File: src/rtl/shift_seq_pkg.sv
// shift_seq_pkg: shared types and constants for the shift command sequencer.
//   state_e   : sequencer FSM states
//   cmd_t     : one queued command {data, dir, amt, fill[, rot]}
//   MAX_CHUNK : largest distance the downstream shifter moves in one cycle
//   CMD_AMT_W : width of the queued amount field
// Macro SHIFT_SEQ_ROTATE_EN adds the rot field to cmd_t.
package shift_seq_pkg;

  localparam int unsigned MAX_CHUNK = 7;
  localparam int unsigned CMD_AMT_W = 4;

  typedef enum logic [2:0] {
    IDLE,
    LOAD,
    SHIFT,
    CAPTURE,
    RESULT
  } state_e;

  typedef struct packed {
    logic [7:0]           data;
    logic                 dir;
    logic [CMD_AMT_W-1:0] amt;
    logic                 fill;
`ifdef SHIFT_SEQ_ROTATE_EN
    logic                 rot;
`endif
  } cmd_t;

endpackage

File: src/rtl/shift_cmd_fifo.sv
// shift_cmd_fifo: synchronous FIFO with registered storage.
//   clk, rst_n  : clock, asynchronous active-low reset (pointers only)
//   push, din   : write request and data; ignored while full
//   pop         : read request; ignored while empty
//   dout        : head entry (valid while !empty)
//   full, empty : occupancy flags
// DEPTH must be a power of two >= 2; pointers carry one extra wrap bit.
module shift_cmd_fifo #(
  parameter int unsigned DEPTH = 4,
  parameter int unsigned WIDTH = 8
) (
  input  logic             clk,
  input  logic             rst_n,
  input  logic             push,
  input  logic [WIDTH-1:0] din,
  input  logic             pop,
  output logic [WIDTH-1:0] dout,
  output logic             full,
  output logic             empty
);

  localparam int unsigned PTR_W = $clog2(DEPTH);

  logic [WIDTH-1:0] mem_q [DEPTH];
  logic [PTR_W:0]   wr_ptr_q, wr_ptr_d;
  logic [PTR_W:0]   rd_ptr_q, rd_ptr_d;
  logic             do_push, do_pop;

  always_comb begin
    empty   = (wr_ptr_q == rd_ptr_q);
    full    = (wr_ptr_q[PTR_W] != rd_ptr_q[PTR_W]) &&
              (wr_ptr_q[PTR_W-1:0] == rd_ptr_q[PTR_W-1:0]);
    do_push = push && !full;
    do_pop  = pop && !empty;
    wr_ptr_d = wr_ptr_q;
    rd_ptr_d = rd_ptr_q;
    if (do_push) wr_ptr_d = wr_ptr_q + (PTR_W+1)'(1);
    if (do_pop)  rd_ptr_d = rd_ptr_q + (PTR_W+1)'(1);
    dout = mem_q[rd_ptr_q[PTR_W-1:0]];
  end

  always_ff @(posedge clk or negedge rst_n) begin
    if (!rst_n) begin
      wr_ptr_q <= '0;
      rd_ptr_q <= '0;
    end else begin
      wr_ptr_q <= wr_ptr_d;
      rd_ptr_q <= rd_ptr_d;
    end
  end

  always_ff @(posedge clk) begin
    if (do_push) mem_q[wr_ptr_q[PTR_W-1:0]] <= din;
  end

endmodule

File: src/rtl/shift_cmd_sequencer.sv
// shift_cmd_sequencer: command-queue front end for the 8-bit barrel shifter.
//   cmd_*     : command valid/ready input {data, dir, amt, fill[, rot]}
//   sh_*      : shifter controls (load, rshift, lshift, shiftnum, inbit, in)
//   sh_out    : shifter registered output, captured as the result
//   res_*     : result valid/ready output
// Macro SHIFT_SEQ_ROTATE_EN adds cmd_rot: rotate one bit per SHIFT cycle,
// feeding the bit leaving the shifter back in as sh_inbit.
// AMT_W must not exceed shift_seq_pkg::CMD_AMT_W (width of the queued field).
module shift_cmd_sequencer
  import shift_seq_pkg::*;
#(
  parameter int unsigned CMD_DEPTH = 4,
  parameter int unsigned AMT_W     = CMD_AMT_W
) (
  input  logic             clk,
  input  logic             rst_n,
  input  logic             cmd_valid,
  output logic             cmd_ready,
  input  logic [7:0]       cmd_data,
  input  logic             cmd_dir,
  input  logic [AMT_W-1:0] cmd_amt,
  input  logic             cmd_fill,
`ifdef SHIFT_SEQ_ROTATE_EN
  input  logic             cmd_rot,
`endif
  output logic             sh_load,
  output logic             sh_rshift,
  output logic             sh_lshift,
  output logic [2:0]       sh_shiftnum,
  output logic             sh_inbit,
  output logic [7:0]       sh_in,
  input  logic [7:0]       sh_out,
  output logic             res_valid,
  output logic [7:0]       res_data,
  input  logic             res_ready
);

  state_e           state_q, state_d;
  logic [7:0]       data_q, data_d;
  logic             dir_q, dir_d;
  logic [AMT_W-1:0] rem_q, rem_d;
  logic             fill_q, fill_d;
`ifdef SHIFT_SEQ_ROTATE_EN
  logic             rot_q, rot_d;
`endif
  logic             res_valid_q, res_valid_d;
  logic [7:0]       res_data_q, res_data_d;

  cmd_t             cmd_in, head;
  logic             fifo_full, fifo_empty, pop;
  logic [2:0]       chunk;
  logic [AMT_W-1:0] step;

  always_comb begin
    cmd_in      = '0;
    cmd_in.data = cmd_data;
    cmd_in.dir  = cmd_dir;
    cmd_in.amt  = CMD_AMT_W'(cmd_amt);
    cmd_in.fill = cmd_fill;
`ifdef SHIFT_SEQ_ROTATE_EN
    cmd_in.rot  = cmd_rot;
`endif
  end

  shift_cmd_fifo #(
    .DEPTH (CMD_DEPTH),
    .WIDTH ($bits(cmd_t))
  ) u_fifo (
    .clk   (clk),
    .rst_n (rst_n),
    .push  (cmd_valid),
    .din   (cmd_in),
    .pop   (pop),
    .dout  (head),
    .full  (fifo_full),
    .empty (fifo_empty)
  );

  assign cmd_ready = !fifo_full;
  assign res_valid = res_valid_q;
  assign res_data  = res_data_q;

  always_comb begin
    state_d     = state_q;
    data_d      = data_q;
    dir_d       = dir_q;
    rem_d       = rem_q;
    fill_d      = fill_q;
`ifdef SHIFT_SEQ_ROTATE_EN
    rot_d       = rot_q;
`endif
    res_valid_d = res_valid_q;
    res_data_d  = res_data_q;
    pop         = 1'b0;
    sh_load     = 1'b0;
    sh_rshift   = 1'b0;
    sh_lshift   = 1'b0;
    sh_shiftnum = '0;
    sh_inbit    = 1'b0;
    sh_in       = '0;

    if (rem_q > AMT_W'(MAX_CHUNK)) chunk = 3'(MAX_CHUNK);
    else                           chunk = 3'(rem_q);
    step = AMT_W'(chunk);

    case (state_q)
      IDLE: begin
        if (!fifo_empty) begin
          pop     = 1'b1;
          state_d = LOAD;
        end
      end
      LOAD: begin
        sh_load = 1'b1;
        sh_in   = data_q;
        state_d = (rem_q != '0) ? SHIFT : CAPTURE;
      end
      SHIFT: begin
        sh_rshift   = !dir_q;
        sh_lshift   = dir_q;
        sh_shiftnum = chunk;
        sh_inbit    = fill_q;
`ifdef SHIFT_SEQ_ROTATE_EN
        // Rotates move one bit per cycle so the wrapped bit is always the
        // single bit falling off the current shifter output.
        if (rot_q) begin
          sh_shiftnum = 3'd1;
          sh_inbit    = dir_q ? sh_out[7] : sh_out[0];
          step        = AMT_W'(1);
        end
`endif
        rem_d   = rem_q - step;
        state_d = (rem_d != '0) ? SHIFT : CAPTURE;
      end
      CAPTURE: begin
        res_valid_d = 1'b1;
        res_data_d  = sh_out;
        state_d     = RESULT;
      end
      RESULT: begin
        if (res_ready) begin
          res_valid_d = 1'b0;
          // Pop on the handshake itself so the next LOAD follows with no IDLE cycle.
          if (!fifo_empty) begin
            pop     = 1'b1;
            state_d = LOAD;
          end else begin
            state_d = IDLE;
          end
        end
      end
      default: state_d = IDLE;
    endcase

    if (pop) begin
      data_d = head.data;
      dir_d  = head.dir;
      rem_d  = AMT_W'(head.amt);
      fill_d = head.fill;
`ifdef SHIFT_SEQ_ROTATE_EN
      rot_d  = head.rot;
`endif
    end
  end

  always_ff @(posedge clk or negedge rst_n) begin
    if (!rst_n) begin
      state_q     <= IDLE;
      data_q      <= '0;
      dir_q       <= 1'b0;
      rem_q       <= '0;
      fill_q      <= 1'b0;
`ifdef SHIFT_SEQ_ROTATE_EN
      rot_q       <= 1'b0;
`endif
      res_valid_q <= 1'b0;
      res_data_q  <= '0;
    end else begin
      state_q     <= state_d;
      data_q      <= data_d;
      dir_q       <= dir_d;
      rem_q       <= rem_d;
      fill_q      <= fill_d;
`ifdef SHIFT_SEQ_ROTATE_EN
      rot_q       <= rot_d;
`endif
      res_valid_q <= res_valid_d;
      res_data_q  <= res_data_d;
    end
  end

endmodule
File: config.mk
export PLATFORM = sky130hd
export DESIGN_NAME = shift_cmd_sequencer
export DESIGN_NICKNAME = d
export VERILOG_FILES = /design/src/rtl/shift_seq_pkg.sv /design/src/rtl/shift_cmd_fifo.sv /design/src/rtl/shift_cmd_sequencer.sv
export SDC_FILE = /design/constraint.sdc
export NUM_CORES = 1
export LEC_CHECK = 0
export CORE_UTILIZATION = 40
export CTS_CLUSTER_SIZE = 40
export DETAILED_ROUTE_END_ITERATION = 8
export HOLD_SLACK_MARGIN = 0.03
export PLACE_DENSITY = 0.68
export SLEW_MARGIN = 5
export SYNTH_ARGS = -nofsm -noshare
export SYNTH_HDL_FRONTEND = slang
export SYNTH_HIERARCHICAL = 1
export SYNTH_SLANG_ARGS = --single-unit
File: constraint.sdc
create_clock -name clk -period 2.8 [get_ports clk]
set_clock_uncertainty 0.05 [all_clocks]
set_input_delay 0.56 -clock clk [delete_from_list [all_inputs] [get_ports clk]]
set_output_delay 0.56 -clock clk [all_outputs]
set_load 0.005 [all_outputs]
# Word level (Yosys, flattened, before mapping)
# Memory sizes are Yosys's and may differ from the RTL's.
# Cells that the tools add are included.
# totals
reg_bits	32
ram_bits	56
input_bits	26
output_inout_bits	25
word_cells	58
memories	1
# op_classes
n_addsub	3
order_cmp	1
eq_ne	9
mux	22
n_reduce_logical	13
# memory_table
memory	words	word_bits	rd	rd_ports_with_merged_regs	wr	line_no	text
u_fifo.mem_q	4	14	1	0	1	shift_cmd_fifo.sv:24	logic [WIDTH-1:0] mem_q [DEPTH];
# ops
cell	count
3-bit case mux with 5 select lines	1
1-bit 2-to-1 mux	12
3-bit 2-to-1 mux	4
4-bit 2-to-1 mux	2
8-bit 2-to-1 mux	1
4-bit nonzero test	2
3-bit by 1-bit adder with 3-bit output (second input constant)	2
3-bit by 2-bit equality test with 1-bit output (second input constant)	2
4-bit by 3-bit > comparator with 1-bit output (second input constant)	1
2-bit != test (second input constant)	2
1-bit case mux with 2 select lines	2
2-bit AND reduction	2
2-bit nonzero test	2
4-bit by 3-bit subtractor with 4-bit output	1
3-bit by 1-bit equality test with 1-bit output (second input constant)	1
3-bit equality test	1
3-bit equality test (second input constant)	1
1-bit logical AND	3
1-bit zero test	3
3-bit zero test	1
2-bit equality test	1
1-bit != test	1

# Longest topological paths before layout
# depth
word_depth	6
depth_mapped	10
ltp_nobuf	7

# Hierarchy
# The synthesis kept the hierarchy.
# modules_own_cells
mod	instances	cells_per_inst	area_per_inst_um2	seq_area_each_um2
shift_cmd_fifo	1	125	2552.4	1831.8
shift_cmd_sequencer	1	132	1276.2	650.6

# Worst setup path after synthesis
# No wires, ideal clock.
# synth_timing
path_type	flip-flop to flip-flop
startpoint	register u_fifo.rd_ptr_q[0]
endpoint	register u_fifo.rd_ptr_q[0]
setup_time_ns	0.079
arrival_time_ns	2.080
required_ns	2.671
slack_ns	0.591
path_stages_with_launch	11
path_buffers	3
period_less_slack_ns	2.209
cell_sequence	dfrtp_1 buf_6 xnor2_2 buf_6 and3_1 or4_4 clkinv_4 buf_4 inv_1 a31oi_1 xor2_1
# synth_between
elab_chain_cells	5
elab_cells_between_ends	7
classes_between	1 x add/sub; 1 x eq/ne; 3 x mux; 2 x reduce/logical
# synth_lines
element	line_no	text
from (decl)	shift_cmd_fifo.sv:26	logic [PTR_W:0] rd_ptr_q, rd_ptr_d;
from (signal assigned)	shift_cmd_fifo.sv:48	rd_ptr_q <= rd_ptr_d;
3-bit equality test *	shift_cmd_fifo.sv:30	empty = (wr_ptr_q == rd_ptr_q);
net fifo_empty	shift_cmd_sequencer.sv:50	logic fifo_full, fifo_empty, pop;
1-bit 2-to-1 mux *	shift_cmd_sequencer.sv:108, shift_cmd_sequencer.sv:144	
1-bit 2-to-1 mux	shift_cmd_sequencer.sv:141	if (res_ready) begin
1-bit case mux with 2 select lines *	shift_cmd_sequencer.sv:106	case (state_q)
net pop	shift_cmd_sequencer.sv:50	
1-bit logical AND *	shift_cmd_fifo.sv:34	do_pop = pop && !empty;
# Mark *: on every way through the listed nets, which the timed path passes. The rest lies on a longest branch.
# A chain may end at the register's enable or synchronous reset.

# Final worst setup path
# layout_timing
startpoint	register state_q[0]
endpoint	output sh_in[6]
# layout_between
elab_chain_cells	2
# layout_lines
element	line_no	text
from (decl)	shift_cmd_sequencer.sv:38	state_e state_q, state_d;
from (signal assigned)	shift_cmd_sequencer.sv:179	state_q <= state_d;
3-bit by 1-bit equality test with 1-bit output	shift_cmd_sequencer.sv:106	
8-bit 2-to-1 mux	shift_cmd_sequencer.sv:106	
to (decl)	shift_cmd_sequencer.sv:31	output logic [7:0] sh_in,
# No other way between the ends.

==> results.py <==
metrics = {
    "run_status": {
        "status": "completed",
    },
    "sta": {
        "tightest_slew_ps": 638,
        "hold_violations": 0,
        "min_period_over_period": 0.935,
        "setup_viol": 0,
        "period_minus_slack_ps": 2620,
        "slew_headroom": 0.575,
        "drv_slew": 0,
        "rsz0062_at_grt": "false",
        "max_freq_ghz": 0.382,
        "finalSetupTns_ps": 0,
    },
    "layout": {
        "diodes": 0,
        "post-route-util": 0.509,
        "layout.nets": 348,
        "drive_gt1_frac": 0.175,
        "area_growth_pct": 22.8,
        "layoutNonFillerInstCount": 449,
    },
    "synthesis": {
        "ys_warn_count": 6,
        "seq_area_frac_synth": 0.648,
        "ys.flop_type": "edfxtp_1",
        "netlist_instances": 257,
        "syn_nets": 290,
        "ys_ff_latch": 88,
        "synth-edff-count": 56,
        "syn_area_per_cell_um2": 14.9,
        "synthArstFlopShare": 0.364,
        "synth_cell_types": 41,
        "syn_area_mm2": 0.00383,
    },
    "route": {
        "vias": 2188,
        "drc": 0,
        "dr.pass1.iters": 4,
        "via_per_inst": 4.87,
        "post_drt_wl_per_cell_um": 15.3,
        "drt_iter0_drc": 83,
        "drt_wl_total_mm": 6.86,
        "ant_nets": 0,
    },
    "grt": {
        "grt_pass1_vias": 2165,
        "grt_max_degree": 33,
        "track_usage": 0.149,
        "antenna_found_initial": 0,
        "grt_pass1_wl_mm": 11.1,
        "globalRouteOverflowTotal": 0,
    },
    "clock_tree": {
        "cts_hold_buf": 0,
        "clk_latency_ps": 340,
        "cts.sinks": 88,
        "cts_tree": "yes",
        "clkTransAtPathRegs_ps": 90,
        "cts-htree-levels": 3,
        "cts_setup_buffers": 0,
        "clockBufferDepth": 2,
        "numCtsBuffers": 9,
        "cts.root.buffer_cell": "clkbuf_8",
    },
    "setup_path": {
        "start_kind": "flop",
        "slowest_delay_ps": 530,
        "crit_path_max_fanout": 10,
        "critPathCaptureType": "output pin",
        "critPathLaunch": "state_q[0]",
        "crit_buf_inv": 1,
        "path_cells": "nor3b_4, and2_1, clkdlybuf4s50_1",
        "cp.arrival_ps": 2010,
        "cp_slowest_cell": "dfrtp_1",
        "path_class": "flop to output pin",
        "r2r-start": "u_fifo/wr_ptr_q[1]",
        "critical_path.top_delay_family": "simple AND/OR/NAND/NOR gates",
        "crit_required_ps": 2190,
    },
    "power_and_ir_drop": {
        "power-per-cell-area_mw_per_mm2": 1100,
        "p_leak_nw": 1.79,
        "irDropWorstVdd_mv": 0.314,
    },
    "floorplan": {
        "die_w_um": 99.8,
        "rows": 35,
        "dieArea_mm2": 0.00997,
        "core_area_mm2": 0.00924,
        "initial_core_util": 0.414,
        "die_y_um": 99.8,
        "num_io_pins": 51,
    },
    "placement": {
        "port_buffers": 50,
        "gp_congestion": 0.777,
        "dp_hpwl_mm": 4.59,
        "dp_cells": 433,
    },
    "min_path": {
        "hp-class": "flop to flop",
        "worstHoldStart": "data_q[0]",
    },
    "job": {
        "maxCapViolations": 0,
    },
}
-- worst min-delay path, cell delays in order, from the launching register on --
cell and delay [ps]:
dfrtp_1 350, nand2_1 50, nand2_1 50
-- repair_timing --
action                     in CTS  in global routing
hold endpoints to repair        0                  0
setup endpoints to repair       0                  8
gates resized for setup         0                  1
-- cells by family after synthesis --
kind of cell / count (synthesis) / share of synthesized area
AO/OA/AOI/OAI: 23 / 0.0441
XOR/XNOR: 7 / 0.0219
adder cells (fa/ha/maj): 7 / 0.0229
buffers and inverters: 18 / 0.0314
flip-flops: 88 / 0.648
multiplexers: 22 / 0.109
AND/OR/NAND/NOR: 92 / 0.123
-- power breakdown --
part	leakage (nW)	internal, W	total (W)	switching [W]
Combinational	0.776	0.00107	0.00212	0.00105
Sequential	0.900	0.00181	0.00209	0.000273
Clock	0.115	0.000528	0.000977	0.000448
Total	1.79	0.00341	0.00518	0.00177
-- layer usage --
| layer | up-vias | share of wire | GRT usage |
|---|---|---|---|
| li1 | 1049 | - | - |
| met1 | 1078 | 0.49 | 0.206 |
| met2 | 51 | 0.46 | 0.233 |
| met3 | 10 | 0.037 | 0.0244 |
| met4 | 0 | 0.016 | 0.0645 |
| met5 | - | 0 | 0 |
-- sequential cells by signal (all words and copies together) (netlist names) --
signal / cells
res_data: 8
fill_q: 1
data_q: 8
u_fifo/rd_ptr_q: 3
rem_q: 4
u_fifo/mem_q: 56
state_q: 3
res_valid: 1
dir_q: 1
u_fifo/wr_ptr_q: 3
-- Yosys cell counts (all sizes together) (2+ instances only) --
cell / count / area (um^2)
nor3b: 3 / 32.5
o21ai: 3 / 15.0
a221o: 2 / 20.0
nand2: 38 / 143
and2: 14 / 87.6
nor3: 3 / 20.0
xnor2: 4 / 50.1
nand3b: 2 / 15.0
nor2: 15 / 58.8
edfxtp: 56 / 1680
dfrtp: 32 / 801
inv: 6 / 22.5
xor2: 3 / 33.8
a21oi: 7 / 35.0
nand2b: 5 / 31.3
a31oi: 5 / 52.6
clkbuf: 2 / 7.51
and3: 2 / 12.5
or2: 2 / 12.5
a21o: 4 / 30.0
mux2: 8 / 90.1
mux4: 14 / 327
nand3: 5 / 25.0
buf: 9 / 81.3
ha: 7 / 87.6
-- placed cells by master, fill, tap and decap left out, types with 2 or more instances in the layout --
cell type	n
edfxtp_1	56
clkdlybuf4s50_1	50
nand2_1	38
dfrtp_1	32
nor2_1	14
and2_1	14
mux4_2	11
clkbuf_8	9
mux2_2	8
buf_4	8
a21oi_1	7
ha_1	7
inv_1	6
nand2b_1	5
nand3_1	5
a21o_1	4
o21ai_0	3
a31oi_1	3
mux4_1	3
or2_2	2
nor3_1	2
a221o_1	2
nand3b_1	2
clkbuf_16	2
xnor2_2	2
xnor2_1	2
and3_1	2
xor2_1	2
-- cell type report --
type / instances / area, um^2
Fill cell: 787 / 4540
Sequential cell: 88 / 2480
Multi-Input combinational cell: 151 / 1230
Timing Repair Buffer: 58 / 561
Clock buffer: 12 / 178
Tap cell: 129 / 161
Clock inverter: 4 / 55.1
Inverter: 7 / 31.3
-- path summary, 6_finish.rpt --
check	to	slack, ps	cells after the start
max	sh_in[6]	180	3
min	data_q[0]	420	2
max reg2reg	u_fifo/rd_ptr_q[1]	490	7
min reg2reg	data_q[0]	420	2
max in group asynchronous	state_q[2]	1840	2
min in group asynchronous	u_fifo/wr_ptr_q[1]	560	2
-- per-stage QoR --
stage	hold slack [ps]	cell area, um^2	setup slack (ps)	power [W]
2_1_floorplan	214	3830	591	0.00356
3_3_place_gp	402	4460	428	0.00418
3_5_place_dp	409	4460	389	0.00424
4_1_cts	430	4690	52.7	0.00524
5_1_grt	448	4700	45.8	0.00555
6_report	423	4700	183	0.00518
Power figures use the tool's default switching activity.
